==> src/rtl/fetch_pkg.sv <==
// Shared types and constants for the instruction-fetch sequencer.
// Includes the fetch FSM states, the queue-entry payload and the B/J immediate decoders.
package fetch_pkg;

    localparam int unsigned PC_W   = 64;
    localparam int unsigned INSN_W = 32;

    localparam logic [INSN_W-1:0] NOP_INSN   = 32'h00000013;
    localparam logic [INSN_W-1:0] HALT_INSN  = 32'h00000063;
    localparam logic [6:0]        OPC_BRANCH = 7'b1100011;
    localparam logic [6:0]        OPC_JAL    = 7'b1101111;

    typedef enum logic [1:0] {
        FETCH = 2'd0,
        HALT  = 2'd1,
        FAULT = 2'd2
    } fetch_state_e;

    typedef struct packed {
        logic [PC_W-1:0]   pc;
        logic [INSN_W-1:0] instr;
        logic              pred;
    } fetch_entry_t;

    // Sign-extended branch offset
    function automatic logic [PC_W-1:0] imm_b(input logic [INSN_W-1:0] insn);
        return {{51{insn[31]}}, insn[31], insn[7], insn[30:25], insn[11:8], 1'b0};
    endfunction

    // Sign-extended jump offset
    function automatic logic [PC_W-1:0] imm_j(input logic [INSN_W-1:0] insn);
        return {{43{insn[31]}}, insn[31], insn[19:12], insn[20], insn[30:21], 1'b0};
    endfunction

endpackage

==> src/rtl/fetch_fifo.sv <==
// Small fetch queue: flush wins over push/pop, and a push into a full queue
// is accepted when a pop happens in the same cycle.
module fetch_fifo
    import fetch_pkg::*;
#(
    parameter int unsigned DEPTH = 2
) (
    input  logic                     clk,
    input  logic                     rst_n,
    input  logic                     i_flush,
    input  logic                     i_push,
    input  fetch_entry_t             i_data,
    input  logic                     i_pop,
    output fetch_entry_t             o_head,
    output logic [$clog2(DEPTH):0]   o_count
);

    localparam int unsigned PTR_W = $clog2(DEPTH);
    localparam int unsigned CNT_W = PTR_W + 1;

    fetch_entry_t     r_mem [DEPTH];
    logic [PTR_W-1:0] r_wr_ptr;
    logic [PTR_W-1:0] r_rd_ptr;
    logic [CNT_W-1:0] r_count;
    logic             w_do_push;
    logic             w_do_pop;

    assign w_do_pop  = i_pop && !i_flush && (r_count != '0);
    assign w_do_push = i_push && !i_flush && ((r_count != CNT_W'(DEPTH)) || w_do_pop);

    always_ff @(posedge clk) begin
        if (w_do_push) begin
            r_mem[r_wr_ptr] <= i_data;
        end
    end

    always_ff @(posedge clk or negedge rst_n) begin
        if (!rst_n) begin
            r_wr_ptr <= '0;
            r_rd_ptr <= '0;
            r_count  <= '0;
        end else if (i_flush) begin
            r_wr_ptr <= '0;
            r_rd_ptr <= '0;
            r_count  <= '0;
        end else begin
            if (w_do_push) begin
                r_wr_ptr <= r_wr_ptr + PTR_W'(1);
            end
            if (w_do_pop) begin
                r_rd_ptr <= r_rd_ptr + PTR_W'(1);
            end
            if (w_do_push && !w_do_pop) begin
                r_count <= r_count + CNT_W'(1);
            end else if (!w_do_push && w_do_pop) begin
                r_count <= r_count - CNT_W'(1);
            end
        end
    end

    assign o_head  = r_mem[r_rd_ptr];
    assign o_count = r_count;

endmodule

==> src/rtl/fetch_sequencer.sv <==
// Instruction-fetch controller: owns the PC, queues fetched words for decode, handles
// redirects, halt and fetch faults. Define FETCH_STATIC_BTFN_EN for static BTFN/JAL prediction.
module fetch_sequencer
    import fetch_pkg::*;
#(
    parameter logic [63:0] RESET_PC   = 64'h0,
    parameter int unsigned IMEM_BYTES = 208,
    parameter int unsigned FIFO_DEPTH = 2
) (
    input  logic        clk,
    input  logic        reset,
    input  logic        redirect_valid,
    input  logic [63:0] redirect_pc,
    output logic [63:0] imem_addr,
    input  logic [31:0] imem_instr,
    output logic        if_valid,
    input  logic        if_ready,
    output logic [63:0] if_pc,
    output logic [31:0] if_instr,
    output logic        if_pred_taken,
    output logic        halted,
    output logic        fault
);

    localparam int unsigned CNT_W   = $clog2(FIFO_DEPTH) + 1;
    localparam logic [63:0] LAST_PC = 64'(IMEM_BYTES - 4);

    fetch_state_e     r_state;
    fetch_state_e     w_state_nxt;
    logic [63:0]      r_pc;
    logic [63:0]      w_pc_nxt;
    logic [63:0]      w_tgt;
    logic             w_pred;
    logic             w_push;
    logic             w_pop;
    logic [CNT_W-1:0] w_count;
    fetch_entry_t     w_push_data;
    fetch_entry_t     w_head;

    assign w_pop = if_valid && if_ready;

`ifdef FETCH_STATIC_BTFN_EN
    // Backward conditional branches and all JALs are predicted taken
    always_comb begin
        w_pred = 1'b0;
        w_tgt  = r_pc + 64'd4;
        if ((imem_instr[6:0] == OPC_BRANCH) && imem_instr[31]) begin
            w_pred = 1'b1;
            w_tgt  = r_pc + imm_b(imem_instr);
        end else if (imem_instr[6:0] == OPC_JAL) begin
            w_pred = 1'b1;
            w_tgt  = r_pc + imm_j(imem_instr);
        end
    end
`else
    assign w_pred = 1'b0;
    assign w_tgt  = r_pc + 64'd4;
`endif

    assign w_push_data = '{pc: r_pc, instr: imem_instr, pred: w_pred};

    always_ff @(posedge clk or negedge reset) begin
        if (!reset) begin
            r_state <= FETCH;
            r_pc    <= RESET_PC;
        end else begin
            r_state <= w_state_nxt;
            r_pc    <= w_pc_nxt;
        end
    end

    // Redirect overrides everything; the address check precedes any push
    always_comb begin
        w_state_nxt = r_state;
        w_pc_nxt    = r_pc;
        w_push      = 1'b0;
        if (redirect_valid) begin
            w_state_nxt = FETCH;
            w_pc_nxt    = redirect_pc;
        end else if (r_state == FETCH) begin
            if ((r_pc > LAST_PC) || (r_pc[1:0] != 2'b00)) begin
                w_state_nxt = FAULT;
            end else if ((w_count < CNT_W'(FIFO_DEPTH)) || w_pop) begin
                w_push = 1'b1;
                if (imem_instr == HALT_INSN) begin
                    w_state_nxt = HALT;
                end else begin
                    w_pc_nxt = w_tgt;
                end
            end
        end
    end

    fetch_fifo #(
        .DEPTH (FIFO_DEPTH)
    ) u_fifo (
        .clk     (clk),
        .rst_n   (reset),
        .i_flush (redirect_valid),
        .i_push  (w_push),
        .i_data  (w_push_data),
        .i_pop   (w_pop),
        .o_head  (w_head),
        .o_count (w_count)
    );

    assign imem_addr     = r_pc;
    assign if_valid      = (w_count != '0);
    assign if_pc         = if_valid ? w_head.pc : 64'h0;
    assign if_instr      = if_valid ? w_head.instr : NOP_INSN;
    assign if_pred_taken = if_valid && w_head.pred;
    assign halted        = (r_state == HALT);
    assign fault         = (r_state == FAULT);

endmodule

==> config.mk <==
export PLATFORM = sky130hd
export DESIGN_NAME = fetch_sequencer
export DESIGN_NICKNAME = d
export VERILOG_FILES = /design/src/rtl/fetch_pkg.sv /design/src/rtl/fetch_fifo.sv /design/src/rtl/fetch_sequencer.sv
export SDC_FILE = /design/constraint.sdc
export NUM_CORES = 1
export LEC_CHECK = 0
export CORE_ASPECT_RATIO = 0.5
export CORE_MARGIN = 8
export CORE_UTILIZATION = 49
export CTS_BUF_LIST = sky130_fd_sc_hd__clkbuf_16
export DETAILED_ROUTE_END_ITERATION = 10
export PLACE_DENSITY = 0.87
export SYNTH_ARGS = -nofsm -noshare
export SYNTH_HDL_FRONTEND = slang
export SYNTH_SLANG_ARGS = --single-unit
==> constraint.sdc <==
create_clock -name clk -period 12.8 [get_ports clk]
set_clock_uncertainty 0.1 [all_clocks]
set_input_delay 1.92 -clock clk [delete_from_list [all_inputs] [get_ports clk]]
set_output_delay 1.92 -clock clk [all_outputs]
set_load 0.02 [all_outputs]
==> out/results.ini, run 1 <==
[sta]
setup_viol=0
hold_viol=0
rsz0062_at_grt=false
layout_min_cycle_time_ps=5400
maxSlewViolCount=0
tns_ps=0
worst_pin_slew_ps=1100
slew_headroom=0.266
timing.final.crit_share=0.422
max_freq_mhz=185

[yosys]
synth_top_area_frac=0.565
async_flop_share=0.267
synth.avg_cell_area_sq_um=16.0
synth_edf_count=192
synth_ff_type=edfxtp_1
ys_seq_elements=262
syn_inst=637
synth_top_area_cell=edfxtp_1
syn_area_sq_mm=0.0102
yosys_warnings=0
synth.area.top_cells=edfxtp_1 56%, dfrtp_1 17%, mux2i_1 9.4%
ys_seq_area_frac=0.736
synth.distinct_cells=37
syn_nets=738

[place]
portBuffers=262
dp.cells=1148
gp_congestion=0.795
place.detailed.hpwl_um=17900

[power_and_ir_drop]
combPwrFrac=0.080
p_per_area_mw_per_mm2=128
switching_share=0.220
p_sw_mw=0.389
vdd_drop_max_v=0.000139
p_int_mw=1.38
pwr-share-clk=0.372
power_leakage_nw=4.62
p_total_mw=1.77
pwr-share-seq=0.548

[worst_hold_path]
hold_start=imem_addr[52]$_DFFE_PN0N_
hp-class=reg -> reg
whs_path_depth=0
hold_path_end=u_fifo.r_mem[0][84]$_DFFE_PP_

[critical_path]
crit_type=reg -> out
end_kind=output pin
r2r_slack_ps=9080
critPathRequiredTime_ps=10780
startpoint_type=register
reg2reg_from=imem_addr[38]$_DFFE_PN0N_
crit_chain=buf_4, mux2i_1, nor2_1, clkdlybuf4s50_1
critPathTopFamily=buffers and inverters
critPathSlowestCell=buf_4
worstPathMaxFanout=60
ff2ff_path_depth=6
critPathArrivalTime_ps=3380
cp_num_buf_inv=2
rr_endpoint=u_fifo.r_mem[1][5]$_DFFE_PP_
slowest_delay_ps=910
cp.depth=4

[cts]
clkSinkCount=262
numCtsBuffers=24
clk_pin_slew_ps=70
htreeDepth=1
clock_tree.buffer_depth=3
cts_tree=built
cts_setup_buffers=0
cts-root-buf=clkbuf_16
postCtsHoldBufs=0
clk_latency_ps=510
post_cts_resize_count=0

[layout]
utilization=0.675
antenna_cells=0
fillers=1373
multi_input_area_sq_mm=0.00256
nNetsFinal=1002
drive_above_1_share=0.120
final_cells=1192
syn_to_final_growth_pct=35.6
regArea_sq_mm=0.00752

[route]
postRouteAntennaNets=0
drcViolationCount=0
vias=6370
drt_wl_total_um=26000
wire_per_inst_um=21.9
firstDrtPassIters=5
drt_iter0_drc=310
via_per_inst=5.34

[floorplanning]
start_util=0.498
die_w_um=220
coreArea_sq_mm=0.0205
num_rows=37
fp.dieArea_sq_mm=0.0260
dieHeight_um=118
pin_count=264

[global_route]
antenna_found_initial=0
overflow=0
grt_pass1_vias=6887
grt_first_pass_wirelength_um=39800
grt_use_total=0.195
grt_max_degree=71

[status]
status=finished, final reports clean

[run]
maxCapViolations=0

[final cells by class]
type	count	area share
Clock buffer	26	0.0470
Sequential cell	262	0.543
Tap cell	273	0.0247
Timing Repair Buffer	269	0.193
Clock inverter	18	0.00588
Inverter	4	0.00108
Multi-Input combinational cell	340	0.185
[layer usage]
| metal | part of all wire | GRT usage |
|---|---|---|
| met5 | 0 | 0 |
| met4 | 0.036 | 0.0714 |
| met3 | 0.039 | 0.0313 |
| met2 | 0.55 | 0.370 |
| met1 | 0.38 | 0.216 |
[how the worst max path moves through the flow]
stage,startpoint,slack (ps),to
after floorplan,redirect_valid,2480,u_fifo.r_mem[1][0]$_DFFE_PP_
after global placement,u_fifo.r_rd_ptr$_DFFE_PN0P_,7980,if_instr[2]
after detailed placement,u_fifo.r_rd_ptr$_DFFE_PN0P_,7920,if_pc[45]
after CTS,u_fifo.r_rd_ptr$_DFFE_PN0P_,7360,if_pc[45]
after global routing,u_fifo.r_rd_ptr$_DFFE_PN0P_,7240,if_pc[44]
final,u_fifo.r_rd_ptr$_DFFE_PN0P_,7400,if_pc[26]
[cell families (layout without fill, tap and decap cells)]
group,count (synthesis),count (layout),share of synthesized area
buffers and inverters,35,317,0.0140
xor gates and xnor gates,1,1,0.000858
muxes,154,154,0.158
adders and majority gates,1,1,0.00123
DFF,262,262,0.736
other,1,1,0.000367
AOI/OAI and AO/OA,20,20,0.0121
and+or+nand+nor,163,163,0.0769
[power groups by stage]
stage	logic [mW]	clock network, mW	registers (mW)
6_report	0.142	0.660	0.971
4_1_cts	0.144	0.672	0.971
3_3_place_gp	0.140	0	0.986
3_5_place_dp	0.143	0	0.988
2_1_floorplan	0.0294	0	1.00
5_1_grt	0.150	0.704	0.974
[stage by stage]
step	instance area, sq um	hold WS [ps]	setup WS, ps
after detailed placement	13100	404	7920
after floorplan	10200	435	2480
after CTS	13800	421	7360
final	13800	423	7400
after global routing	13800	437	7240
after global placement	13100	406	7980
[cell usage after synthesis (2+ instances only)]
cell      number
dfrtp_1       70
mux2_2        58
nand3_1        3
inv_1          3
nand4_1        6
nor3_1         3
buf_1          9
nor4_1        16
or4_1          5
nand2_1        7
o31ai_1        3
mux2i_1       96
a31oi_1        5
or3_1          3
nor2_1       104
nor4b_1        2
o21ai_0        3
a21oi_1        4
edfxtp_1     192
o211ai_1       2
nor4_2         4
clkbuf_1      20
nor2b_1        4
nor3b_1        2
[layout by cell type (no fill, tap or decap), drive strengths merged, types with 4 or more instances in the layout]
cell             n
dfrtp           70
nor2b            4
mux2            58
a31oi            5
clkdlybuf4s50  260
mux2i           96
clkbuf          26
inv             10
nor2           104
edfxtp         192
o21ai            4
nand4            6
buf              9
or4              6
nor4            20
nand2            7
clkinv          11
a21oi            4
[flip-flops by register name, summed over array words and instances, names as in the netlist]
register	count
u_fifo.r_mem	192
imem_addr	64
r_state	2
u_fifo.o_count	2
u_fifo.r_rd_ptr	1
u_fifo.r_wr_ptr	1
[worst reg2reg max path, cell delays in order (launching register included)]
cell and delay (ps):
dfrtp_1 420, nor4_1 690, nand4_1 290, nor4_1 620, nand2_1 250, nor3b_2 280, buf_4 650
No activity file was read; power rests on OpenSTA's default activity.
==> inputs of run 2 (changes only) <==
CORE_UTILIZATION = 44   (was 49)
PLACE_DENSITY = 0.83   (was 0.87)
clock period = 4.83 ns   (was 12.8 ns; I/O delays follow)
==> run 2 against run 1 <==
Compared with the run above:
- total power grew to 2.6 times the previous value
- design area grew 0.47%
- routed wire length grew 1.3%
- worst hold slack lost 160 ps
- global-route usage shrank 1.9 points
- sequential share of layout area shrank 0.25 points
- die area grew 10%
- final cell count grew 2.9%
- core utilization shrank 6.5 points
- critical path type unchanged
- largest cell class unchanged
- highest routed layer unchanged
==> out/results.ini, run 2 (same netlist as run 1, synthesis figures left out) <==
[critical_path]
worstPathMaxFanout=50  ; -17%
r2r_slack_ps=1470  ; -7610 ps
startpoint_type=register
crit_type=reg -> out
end_kind=output pin
critPathRequiredTime_ps=4010  ; -6770 ps
critPathArrivalTime_ps=2870  ; -510 ps

[place]
gp_congestion=0.848  ; +6.6%
place.detailed.hpwl_um=18700  ; +4.1%
place_ws_ps=1480  ; -6440 ps
dp.cells=1185  ; +3.2%
portBuffers=262  ; unchanged

[power_and_ir_drop]
p_total_mw=4.69  ; +160%
power_leakage_nw=4.64  ; +0.61%
p_per_area_mw_per_mm2=337  ; +160%
vdd_drop_max_v=0.000222  ; +59%

[sta]
setup_viol=0  ; unchanged
maxSlewViolCount=0  ; unchanged
layout_min_cycle_time_ps=3700
tns_ps=0  ; unchanged
worst_pin_slew_ps=978  ; -121 ps
rsz0062_at_grt=false
timing.final.crit_share=0.766
slew_headroom=0.348  ; +0.0826
max_freq_mhz=270
finalWorstSetupSlack_ps=1130  ; -6270 ps
hold_viol=0  ; unchanged

[route]
via_per_inst=5.18  ; -3.1%
drt_wl_total_um=26400  ; +1.3%
postRouteAntennaNets=0  ; unchanged
wire_per_inst_um=21.5  ; -1.6%
drt_iter0_drc=428  ; +38%
vias=6355  ; -0.24%
firstDrtPassIters=4  ; -1
drcViolationCount=0  ; unchanged

[status]
status=finished, final reports clean

[floorplanning]
coreArea_sq_mm=0.0228  ; +11%
num_rows=39  ; +5.4%
die_w_um=231  ; +5.1%
dieHeight_um=124  ; +4.8%
start_util=0.448  ; -0.0498
fp.dieArea_sq_mm=0.0286  ; +10%
pin_count=264  ; unchanged

[cts]
cts_setup_buffers=0  ; unchanged
postCtsHoldBufs=0  ; unchanged
clkSinkCount=262  ; unchanged
clock_tree.buffer_depth=3  ; unchanged
clk_latency_ps=510  ; about the same
numCtsBuffers=23  ; -4.2%
clk_pin_slew_ps=70  ; about the same
htreeDepth=1  ; unchanged
cts_tree=built
post_cts_resize_count=0  ; unchanged
cts-root-buf=clkbuf_16

[layout]
utilization=0.610  ; -0.0647
syn_to_final_growth_pct=36.2
largest_reg_flops=192  ; unchanged
drive_above_1_share=0.117  ; -0.00230
nNetsFinal=1004  ; +0.20%
layout_common_cells=260 x clkdlybuf4s50_1, 192 x edfxtp_1, 103 x nor2_1, 96 x mux2i_1, 69 x dfrtp_1
regMostFlops=u_fifo.r_mem
mostFrequentLayoutCell=clkdlybuf4s50_1
antenna_cells=0  ; unchanged
final_cells=1227  ; +2.9%

[run]
maxCapViolations=0  ; unchanged

[global_route]
grt_first_pass_wirelength_um=39300  ; -1.2%
grt_use_total=0.176  ; -0.0186
grt_pass1_vias=6774  ; -1.6%
grt_max_degree=71  ; unchanged
overflow=0  ; unchanged
antenna_found_initial=0  ; unchanged

[worst_hold_path]
hp-class=in -> async

[run 2: stage by stage]
stage                     hold WS [ps]  instance area [sq um]
after global placement             389                  13200
after global routing               344                  13900
final                              262                  13900
after floorplan                    329                  10200
after CTS                          301                  13900
after detailed placement           405                  13200
[run 2: layer usage]
metal	global-route usage	wire [um]	vias to the layer above
met5	0	0	-
met4	0.0760	1030	0
met3	0.0332	1060	61
met2	0.331	14100	143
met1	0.198	10200	3223
li1	-	-	2928
[run 2: worst paths after layout]
kind / from / to / depth (start not counted)
max reg2reg: imem_addr[34]$_DFFE_PN0N_ / u_fifo.r_mem[1][31]$_DFFE_PP_ / 6
max in group asynchronous: reset / u_fifo.r_rd_ptr$_DFFE_PN0P_ / 1
min reg2reg: imem_addr[51]$_DFFE_PN0N_ / u_fifo.r_mem[0][83]$_DFFE_PP_ / 0
min in group clk: imem_addr[51]$_DFFE_PN0N_ / u_fifo.r_mem[0][83]$_DFFE_PP_ / 0
max: u_fifo.r_rd_ptr$_DFFE_PN0P_ / if_instr[23] / 4
min: reset / imem_addr[7]$_DFFE_PN0N_ / 1
[run 2: final cells by class]
type                    instances  area, sq um
flip-flops and latches        262         7520
clock buffers                  23          576
clock inverters                19          131
repair buffers                272         2700
fillers                      1683         8880
multi-input cells             340         2580
well taps                     307          384
inverters                       4         15.0
[run 2: power by group]
part / total, mW / leakage, nW / switching (mW) / internal [mW]
combinational: 0.384 / 1.71 / 0.173 / 0.211
clock: 1.74 / 0.387 / 0.764 / 0.971
sequential: 2.57 / 2.55 / 0.0784 / 2.49
[run 2: critical path: stages, from the launching register on]
cell             delay, ps
dfrtp_4               1030
buf_4                  430
mux2i_1                120
nor2_1                 130
clkdlybuf4s50_1        640
